===== config.mk =====
export PLATFORM = sky130hd
export DESIGN_NAME = fetch_stage
export DESIGN_NICKNAME = d
export VERILOG_FILES = /design/src/rtl/fetch_stage.sv
export SDC_FILE = /design/constraint.sdc
export NUM_CORES = 1
export LEC_CHECK = 0
export CORE_UTILIZATION = 45
export CTS_CLUSTER_SIZE = 14
export DETAILED_ROUTE_END_ITERATION = 10
export PLACE_DENSITY = 0.78
export SETUP_SLACK_MARGIN = 0.05
export SYNTH_ARGS = -nofsm -noshare
export SYNTH_HDL_FRONTEND = slang
export SYNTH_SLANG_ARGS = --single-unit

===== constraint.sdc =====
create_clock -name clk -period 1.8 [get_ports clk]
set_input_delay 0.18 -clock clk [delete_from_list [all_inputs] [get_ports clk]]
set_output_delay 0.18 -clock clk [all_outputs]
set_load 0.005 [all_outputs]

===== src/rtl/fetch_stage.sv =====
// Instruction-fetch stage feeding the IF/ID pipeline register.
//
// Owns the fetch PC and a req/ready instruction-memory handshake with variable
// latency. A one-entry skid buffer keeps a fetch that completes during a stall.
// In-flight fetches are discarded on redirect. Bubbles are inserted into IF/ID
// where no instruction is available.
//
// Ports:
//   clk, rst            clock, synchronous active-high reset
//   pc_ld, IF_ID_write  hazard-unit controls; either low means stall
//   flush, redirect_pc  redirect fetch to redirect_pc (flush has priority)
//   imem_req/addr       fetch request and address
//   imem_ready/rdata    transfer completes on an edge with imem_req & imem_ready
//   IF_ID_inst/pc_plus4/valid  registered instruction to ID
//   stall_cycles, flush_count  performance counters
//
// Optional build macro: FETCH_PERF_EN. When defined, the counters are
// implemented (saturating). When undefined, both counter ports are tied to 0.

module fetch_stage #(
  parameter logic [31:0] PC_RESET = 32'h0000_0000,
  parameter logic [31:0] NOP_INST = 32'h0000_0000
) (
  input  logic        clk,
  input  logic        rst,
  input  logic        pc_ld,
  input  logic        IF_ID_write,
  input  logic        flush,
  input  logic [31:0] redirect_pc,
  output logic        imem_req,
  output logic [31:0] imem_addr,
  input  logic        imem_ready,
  input  logic [31:0] imem_rdata,
  output logic [31:0] IF_ID_inst,
  output logic [31:0] IF_ID_pc_plus4,
  output logic        IF_ID_valid,
  output logic [31:0] stall_cycles,
  output logic [31:0] flush_count
);

  typedef enum logic [1:0] {StFetch, StWait, StHold, StDrop} state_e;

  state_e      state_q, state_d;
  logic [31:0] pc_q, pc_d;
  logic [31:0] drop_addr_q, drop_addr_d;
  logic [31:0] buf_inst_q, buf_inst_d;
  logic [31:0] buf_pc4_q, buf_pc4_d;
  logic        buf_valid_q, buf_valid_d;
  logic [31:0] inst_q, inst_d;
  logic [31:0] pc4_q, pc4_d;
  logic        valid_q, valid_d;

  logic        stall;
  logic        xfer;
  logic [31:0] pc_plus4;

  assign stall    = ~(pc_ld & IF_ID_write);
  assign xfer     = imem_req & imem_ready;
  assign pc_plus4 = pc_q + 32'd4;

  // State register
  always_ff @(posedge clk) begin
    if (rst) state_q <= StFetch;
    else     state_q <= state_d;
  end

  // Next-state logic
  always_comb begin
    state_d = state_q;
    unique case (state_q)
      StFetch, StWait: begin
        if (flush)      state_d = xfer ? StFetch : StDrop;
        else if (xfer)  state_d = stall ? StHold : StFetch;
        else            state_d = StWait;
      end
      StHold: begin
        if (flush || !stall) state_d = StFetch;
      end
      StDrop: begin
        // Wrong-path response returning ends the drop even if a new flush
        // arrives on the same edge; the new target is already in pc_q.
        if (xfer) state_d = StFetch;
      end
      default: state_d = StFetch;
    endcase
  end

  // Memory-side outputs
  always_comb begin
    imem_req  = ~rst & (state_q != StHold);
    imem_addr = (state_q == StDrop) ? drop_addr_q : pc_q;
  end

  // Datapath next-state: PC, drop address, skid buffer and IF/ID register
  always_comb begin
    pc_d        = pc_q;
    drop_addr_d = drop_addr_q;
    buf_inst_d  = buf_inst_q;
    buf_pc4_d   = buf_pc4_q;
    buf_valid_d = buf_valid_q;
    // IF/ID default: hold on a plain stall, bubble otherwise (flush always bubbles)
    if (flush || !stall) begin
      inst_d  = NOP_INST;
      pc4_d   = 32'd0;
      valid_d = 1'b0;
    end else begin
      inst_d  = inst_q;
      pc4_d   = pc4_q;
      valid_d = valid_q;
    end

    unique case (state_q)
      StFetch, StWait: begin
        if (flush) begin
          if (!xfer) drop_addr_d = pc_q;
          pc_d = redirect_pc;
        end else if (xfer) begin
          pc_d = pc_plus4;
          if (!stall) begin
            inst_d  = imem_rdata;
            pc4_d   = pc_plus4;
            valid_d = 1'b1;
          end else begin
            buf_inst_d  = imem_rdata;
            buf_pc4_d   = pc_plus4;
            buf_valid_d = 1'b1;
          end
        end
      end
      StHold: begin
        if (flush) begin
          buf_valid_d = 1'b0;
          pc_d        = redirect_pc;
        end else if (!stall && buf_valid_q) begin
          inst_d      = buf_inst_q;
          pc4_d       = buf_pc4_q;
          valid_d     = 1'b1;
          buf_valid_d = 1'b0;
        end
      end
      StDrop: begin
        if (flush) pc_d = redirect_pc;
      end
      default: ;
    endcase
  end

  always_ff @(posedge clk) begin
    if (rst) begin
      pc_q        <= PC_RESET;
      drop_addr_q <= 32'd0;
      buf_inst_q  <= 32'd0;
      buf_pc4_q   <= 32'd0;
      buf_valid_q <= 1'b0;
      inst_q      <= NOP_INST;
      pc4_q       <= 32'd0;
      valid_q     <= 1'b0;
    end else begin
      pc_q        <= pc_d;
      drop_addr_q <= drop_addr_d;
      buf_inst_q  <= buf_inst_d;
      buf_pc4_q   <= buf_pc4_d;
      buf_valid_q <= buf_valid_d;
      inst_q      <= inst_d;
      pc4_q       <= pc4_d;
      valid_q     <= valid_d;
    end
  end

  assign IF_ID_inst     = inst_q;
  assign IF_ID_pc_plus4 = pc4_q;
  assign IF_ID_valid    = valid_q;

`ifdef FETCH_PERF_EN
  logic [31:0] stall_cycles_q;
  logic [31:0] flush_count_q;

  always_ff @(posedge clk) begin
    if (rst) begin
      stall_cycles_q <= 32'd0;
      flush_count_q  <= 32'd0;
    end else begin
      if ((state_q == StWait || state_q == StDrop) && stall_cycles_q != 32'hFFFF_FFFF) begin
        stall_cycles_q <= stall_cycles_q + 32'd1;
      end
      if (flush && flush_count_q != 32'hFFFF_FFFF) begin
        flush_count_q <= flush_count_q + 32'd1;
      end
    end
  end

  assign stall_cycles = stall_cycles_q;
  assign flush_count  = flush_count_q;
`else
  assign stall_cycles = 32'd0;
  assign flush_count  = 32'd0;
`endif

endmodule


---- Yosys cells after proc, flatten, opt, wreduce, memory -nomap -nowiden ----
Index checks and enable logic that the tools add are counted.
word-level totals
  flip-flop bits (word level) ............. 196
  input bits .............................. 70
  output and inout port bits .............. 162
  word-level logic and storage cells ...... 79
cells by class
  $add $sub $neg .......................... 1
  eq/ne operators ......................... 12
  muxes and demuxes ....................... 39
  bitwise gates (word level) .............. 7
  reductions and logical operators ........ 11
operator list
  cell                                            number
  two-way mux 32 bit                              16
  case mux 32 bit (2 select lines)                3
  adder 32 x 3 -> 32 bit (second input constant)  1
  two-way mux 2 bit                               6
  != test 2 bit (second input constant)           6
  two-way mux 1 bit                               11
  != test 3 bit (second input constant)           2
  case mux 2 bit (3 select lines)                 1
  AND reduction 5 bit                             1
  == test 2 bit (second input constant)           2
  inverter 1 bit                                  4
  case mux 1 bit (2 select lines)                 2
  AND reduction 2 bit                             2
  AND reduction 4 bit                             1
  OR reduction 2 bit                              2
  bitwise AND 1 bit                               3
  AND reduction 3 bit                             1
  == test 2 x 1 -> 1 bit (second input constant)  1
  zero test 2 bit                                 1
  != test 2 x 1 -> 1 bit (second input constant)  1
  nonzero test 2 bit                              1
  logical AND 1 bit                               1
  logical OR 1 bit                                1

---- Longest topological paths before layout ----
  depth after elaboration ................. 7
  gate-level depth with buffers ........... 8
  depth with buffers taken out ............ 6

---- Worst setup path before layout ----
No wires, ideal clock.
  path type ............................... flip-flop to flip-flop
  from .................................... register pc_q[3]
  to ...................................... register buf_pc4_q[18]
  setup time .............................. 86 ps
  data arrival time ....................... 1,842 ps
  data required time ...................... 1,714 ps
  slack ................................... -127 ps
  cell stages (with the launch flop) ...... 7
  path buffers ............................ 0
  period minus slack after synthesis ...... 1,927 ps
  path through ............................ dfxtp_1 ha_1 and4_1 nand3_2 or3_1 xor2_1 a211oi_1
between the ends
  cells in the longest elaborated chain, start to end .. 1
RTL lines
  element                   RTL line  text
  start: declaration        44        logic [31:0] pc_q, pc_d;
  start signal: assignment  159       pc_q <= pc_d;
  adder 32 x 3 -> 32 bit    59        assign pc_plus4 = pc_q + 32'd4;
  end signal: assignment    162       buf_pc4_q <= buf_pc4_d;
  end: declaration          47        logic [31:0] buf_pc4_q, buf_pc4_d;
No other way between the ends.
A chain may end at the register's enable or synchronous reset.

---- Final worst setup path ----
  from .................................... register pc_q[2]
  to ...................................... register pc_q[24]
between the ends
  cells in the longest elaborated chain, start to end .. 4
RTL lines
  element                           RTL line  text
  adder 32 x 3 -> 32 bit            59
  two-way mux 32 bit                117       end else if (xfer) begin
  two-way mux 32 bit                114       if (flush) begin
  case mux 32 bit (2 select lines)  112       unique case (state_q)
No other way between the ends. The select of a mux whose other input is x is not followed.

==> flow_metrics.py <==
metrics = {
    "sta": {
        "tightestPinTransition_ns": 0.620,
        "rsz0062_at_grt": "yes",
        "slew_headroom_pct": 58.7,
        "finClkSkew_ns": 0.0139,
        "min_period_over_period_pct": 114,
        "setup_ws_ns": -0.252,
        "fin_crit_ns": 2.05,
        "maxSlewViolCount": 0,
        "fmax_mhz": 487,
        "setup_viol": 72,
        "hold_viol_final": 0,
    },
    "floorplanning": {
        "die_w_um": 145,
        "start_util_pct": 46.6,
        "die_area_um2": 21000,
        "core_area_um2": 19700,
        "rows": 51,
        "die_y_um": 145,
        "io_pins": 232,
    },
    "global_routing": {
        "grt_max_degree": 52,
        "use_met3_pct": 6.12,
        "grt_pass1_wl_um": 44900,
        "antenna_found_initial": 0,
        "met2_usage_pct": 45.3,
        "grt_pass1_vias": 8521,
        "use_met1_pct": 34.8,
        "top_usage_layer": "met2",
        "grtUsageTotal_pct": 27.7,
        "grt_overflow_total": 0,
    },
    "routing": {
        "first_pass_iters": 7,
        "vias_per_cell": 6.05,
        "num_vias": 10181,
        "ant_nets": 0,
        "drc": 0,
        "drt_wl_total_um": 35700,
        "drt-wirelength-per-cell_um": 21.2,
        "drt_iter0_markers": 1322,
    },
    "cells_and_area": {
        "syn_to_final_growth_pct": 54.0,
        "final_nets": 1475,
        "drive_gt1_share_pct": 29.6,
        "final_util_pct": 71.7,
        "n_antenna_cell": 0,
        "nFillCells": 1242,
        "fin_cells": 1682,
    },
    "placement": {
        "globalplace.congestion": 0.956,
        "io_buffer_count": 167,
        "placed_cells": 1582,
        "dp_hpwl_um": 18800,
    },
    "critical_path": {
        "path_cells": "ha_4 -> nand4_1 -> buf_4 -> nor4_4 -> buf_4 -> nand4_1 -> xor2_1 -> a211oi_1",
        "cp-end-kind": "register",
        "cp_top_family": "simple AND/OR/NAND/NOR gates",
        "critical_path.slowest_cell": "dfxtp_4",
        "slowest_delay_ns": 0.38,
        "cp_max_fo": 3,
        "critical_path_class": "reg -> reg",
        "cp.required_ns": 2.15,
        "cp_num_buf_inv": 2,
        "cp-start-kind": "register",
        "arrival_ns": 2.41,
    },
    "clocking": {
        "root_buffer": "clkbuf_16",
        "cts_sinks": 196,
        "cts_buffers": 17,
        "cts_tree": "built",
        "cts.path.max_buffers": 2,
        "hold_buffers": 0,
        "insertion_delay_ns": 0.46,
        "cts_max_level": 4,
        "cts.clk_slew.worst_paths_ns": 0.08,
    },
    "synth": {
        "syn_inst": 1122,
        "ys_async_sr_fraction_pct": 0,
        "netlist_area_um2": 9190,
        "yosysWarnings": 0,
        "ys_types": 58,
        "ys.flop_type": "dfxtp_1",
        "synth_edf_count": 0,
        "ys_ff_latch": 196,
        "avgSynthCellArea_um2": 8.19,
        "ys_seq_area_share_pct": 42.7,
        "yosys.area.top_type": "dfxtp_1",
        "synth_area_leaders": "dfxtp_1 (43%), nand2_1 (8.4%), buf_4 (5.4%)",
        "yosysTopAreaCellShare_pct": 42.7,
    },
    "pwr": {
        "combinationalPowerShare_pct": 16.3,
        "intPower_mw": 7.29,
        "power_frac_clock_pct": 38.9,
        "swShare_pct": 29.1,
        "leakagePower_nw": 5.43,
        "peakVddDrop_mv": 0.502,
        "power_frac_seq_pct": 44.7,
        "p_sw_mw": 2.99,
        "total_power_mw": 10.3,
        "p_per_area_nw_per_um2": 727,
    },
    "min_path": {
        "hold_class": "in -> reg",
    },
    "outcome": {
        "status": "finished, violations left",
        "violations": "negative setup slack",
    },
    "run": {
        "drv_cap": 0,
    },
}
## metal layers
| layer | vias up | part of all wire (%) | wire length [µm] |
|---|---|---|---|
| li1 | 4375 | - | - |
| met1 | 4793 | 36 | 12900 |
| met2 | 798 | 48 | 17000 |
| met3 | 215 | 9.7 | 3470 |
| met4 | 0 | 6.6 | 2360 |
| met5 | - | 0 | 0 |
## cell usage after synthesis (3+ instances only)
| library cell | count |
|---|---|
| nor2b_1 | 3 |
| dfxtp_1 | 196 |
| a22oi_1 | 54 |
| nor3b_1 | 3 |
| buf_2 | 20 |
| o22ai_1 | 6 |
| mux2i_1 | 3 |
| o21ai_0 | 46 |
| a2111oi_0 | 6 |
| nor4_2 | 5 |
| nor3_1 | 30 |
| nand3_1 | 16 |
| or3_1 | 4 |
| xor2_1 | 14 |
| and2_1 | 4 |
| a21oi_1 | 98 |
| o21ai_1 | 4 |
| a211oi_1 | 31 |
| a31oi_1 | 4 |
| buf_1 | 6 |
| buf_4 | 66 |
| o21a_1 | 3 |
| clkbuf_1 | 64 |
| and3_1 | 3 |
| clkbuf_2 | 3 |
| nor2_1 | 86 |
| nand4_1 | 13 |
| o31a_1 | 7 |
| inv_1 | 5 |
| and4_1 | 6 |
| nand2b_1 | 4 |
| a222oi_1 | 8 |
| nand2_1 | 205 |
| nor4_1 | 15 |
| mux2_2 | 32 |
| xnor2_1 | 21 |
## power by group through the flow
stage / Clock [mW] / Sequential [mW] / Combinational (mW)
final: 4.00 / 4.60 / 1.68
after global routing: 4.17 / 4.61 / 1.76
after CTS: 3.95 / 4.57 / 1.38
after detailed placement: 0 / 4.66 / 1.26
after global placement: 0 / 4.66 / 1.25
after floorplan: 0 / 4.64 / 0.736
## sequential cells by signal, summed over array words and instances (netlist names)
register        flops
drop_addr_q        32
buf_pc4_q          32
IF_ID_inst         32
IF_ID_pc_plus4     32
pc_q               32
buf_inst_q         32
IF_ID_valid         1
state_q             2
buf_valid_q         1
## cell usage in the layout (no fill, tap or decap), types with 5 or more instances in the layout
cell	synthesis	layout
a211oi_1	31	22
a211oi_2	0	9
a21oi_1	98	94
a222oi_1	8	8
a22oi_1	54	54
buf_12	0	19
buf_4	66	126
buf_6	1	62
buf_8	0	5
clkbuf_16	0	25
clkdlybuf4s50_1	0	133
conb_1	1	64
dfxtp_1	196	178
dfxtp_2	0	12
dfxtp_4	0	6
inv_1	5	5
mux2_2	32	5
mux2_4	0	27
nand2_1	205	196
nand2_2	1	5
nand3_1	16	11
nand4_1	13	13
nor2_1	86	83
nor3_1	30	16
nor3_2	1	11
nor4_4	0	18
o21ai_0	46	25
o21ai_1	4	24
o22ai_1	6	6
o31a_1	7	7
xnor2_1	21	16
xor2_1	14	8
xor2_2	0	5
## timing repair
item                       4_1_cts  5_1_grt
setup endpoints to repair       95      128
gates cloned                     3       11
resized for setup              250      179
pin swaps                       31       59
buffers inserted                24       36
## stage by stage
step	TNS [ns]	hold slack [ns]	worst slack, ns	instance area (µm²)
finish	-3.89	0.0525	-0.252	14100
global route	-7.60	0.0512	-0.298	14100
CTS	-2.16	0.00557	-0.197	13000
detailed placement	-16.24	0.440	-0.199	11700
global placement	-6.99	0.430	-0.120	11700
floorplan	0	0.316	0.0431	9440
## logic make-up (layout without fill, tap and decap cells)
| kind of cell | count (synthesis) | in the layout | synth area share, % |
|---|---|---|---|
| and+or+nand+nor | 408 | 408 | 20.4 |
| AOI/OAI and AO/OA | 280 | 280 | 19.2 |
| DFF | 196 | 196 | 42.7 |
| buffers and inverters | 166 | 398 | 9.87 |
| xor gates and xnor gates | 35 | 35 | 3.34 |
| muxes | 35 | 35 | 4.25 |
| adders and majority gates | 1 | 1 | 0.136 |
| other | 1 | 64 | 0.0408 |
## area by class of cell
type	instances	area (µm²)	area share [%]
Multi-Input combinational cell	823	5530	39.1
Timing Repair Buffer	360	3690	26.1
Clock buffer	18	429	3.03
Tap cell	265	332	2.34
Sequential cell	196	3960	28.0
Inverter	6	22.5	0.159
Clock inverter	14	186	1.32
## worst reg2reg max path, delay by kind of cell (launching register included)
family / cells / cell delay [ns]
AND/OR/NAND/NOR: 3 / 0.54
buffers and inverters: 2 / 0.36
adder cells (fa/ha/maj): 1 / 0.16
XOR/XNOR: 1 / 0.24
AO/OA/AOI/OAI: 1 / 0.24
flip-flops: 1 / 0.38
## path summary, 6_finish.rpt
kind	slack (ns)	cells after the start	end	from
max reg2reg	-0.25	8	pc_q[24]	pc_q[2]
min reg2reg	0.45	2	IF_ID_inst[18]	buf_inst_q[18]
max	-0.25	8	pc_q[24]	pc_q[2]
min	0.05	2	pc_q[9]	rst
No activity file was read; power rests on OpenSTA's default activity.
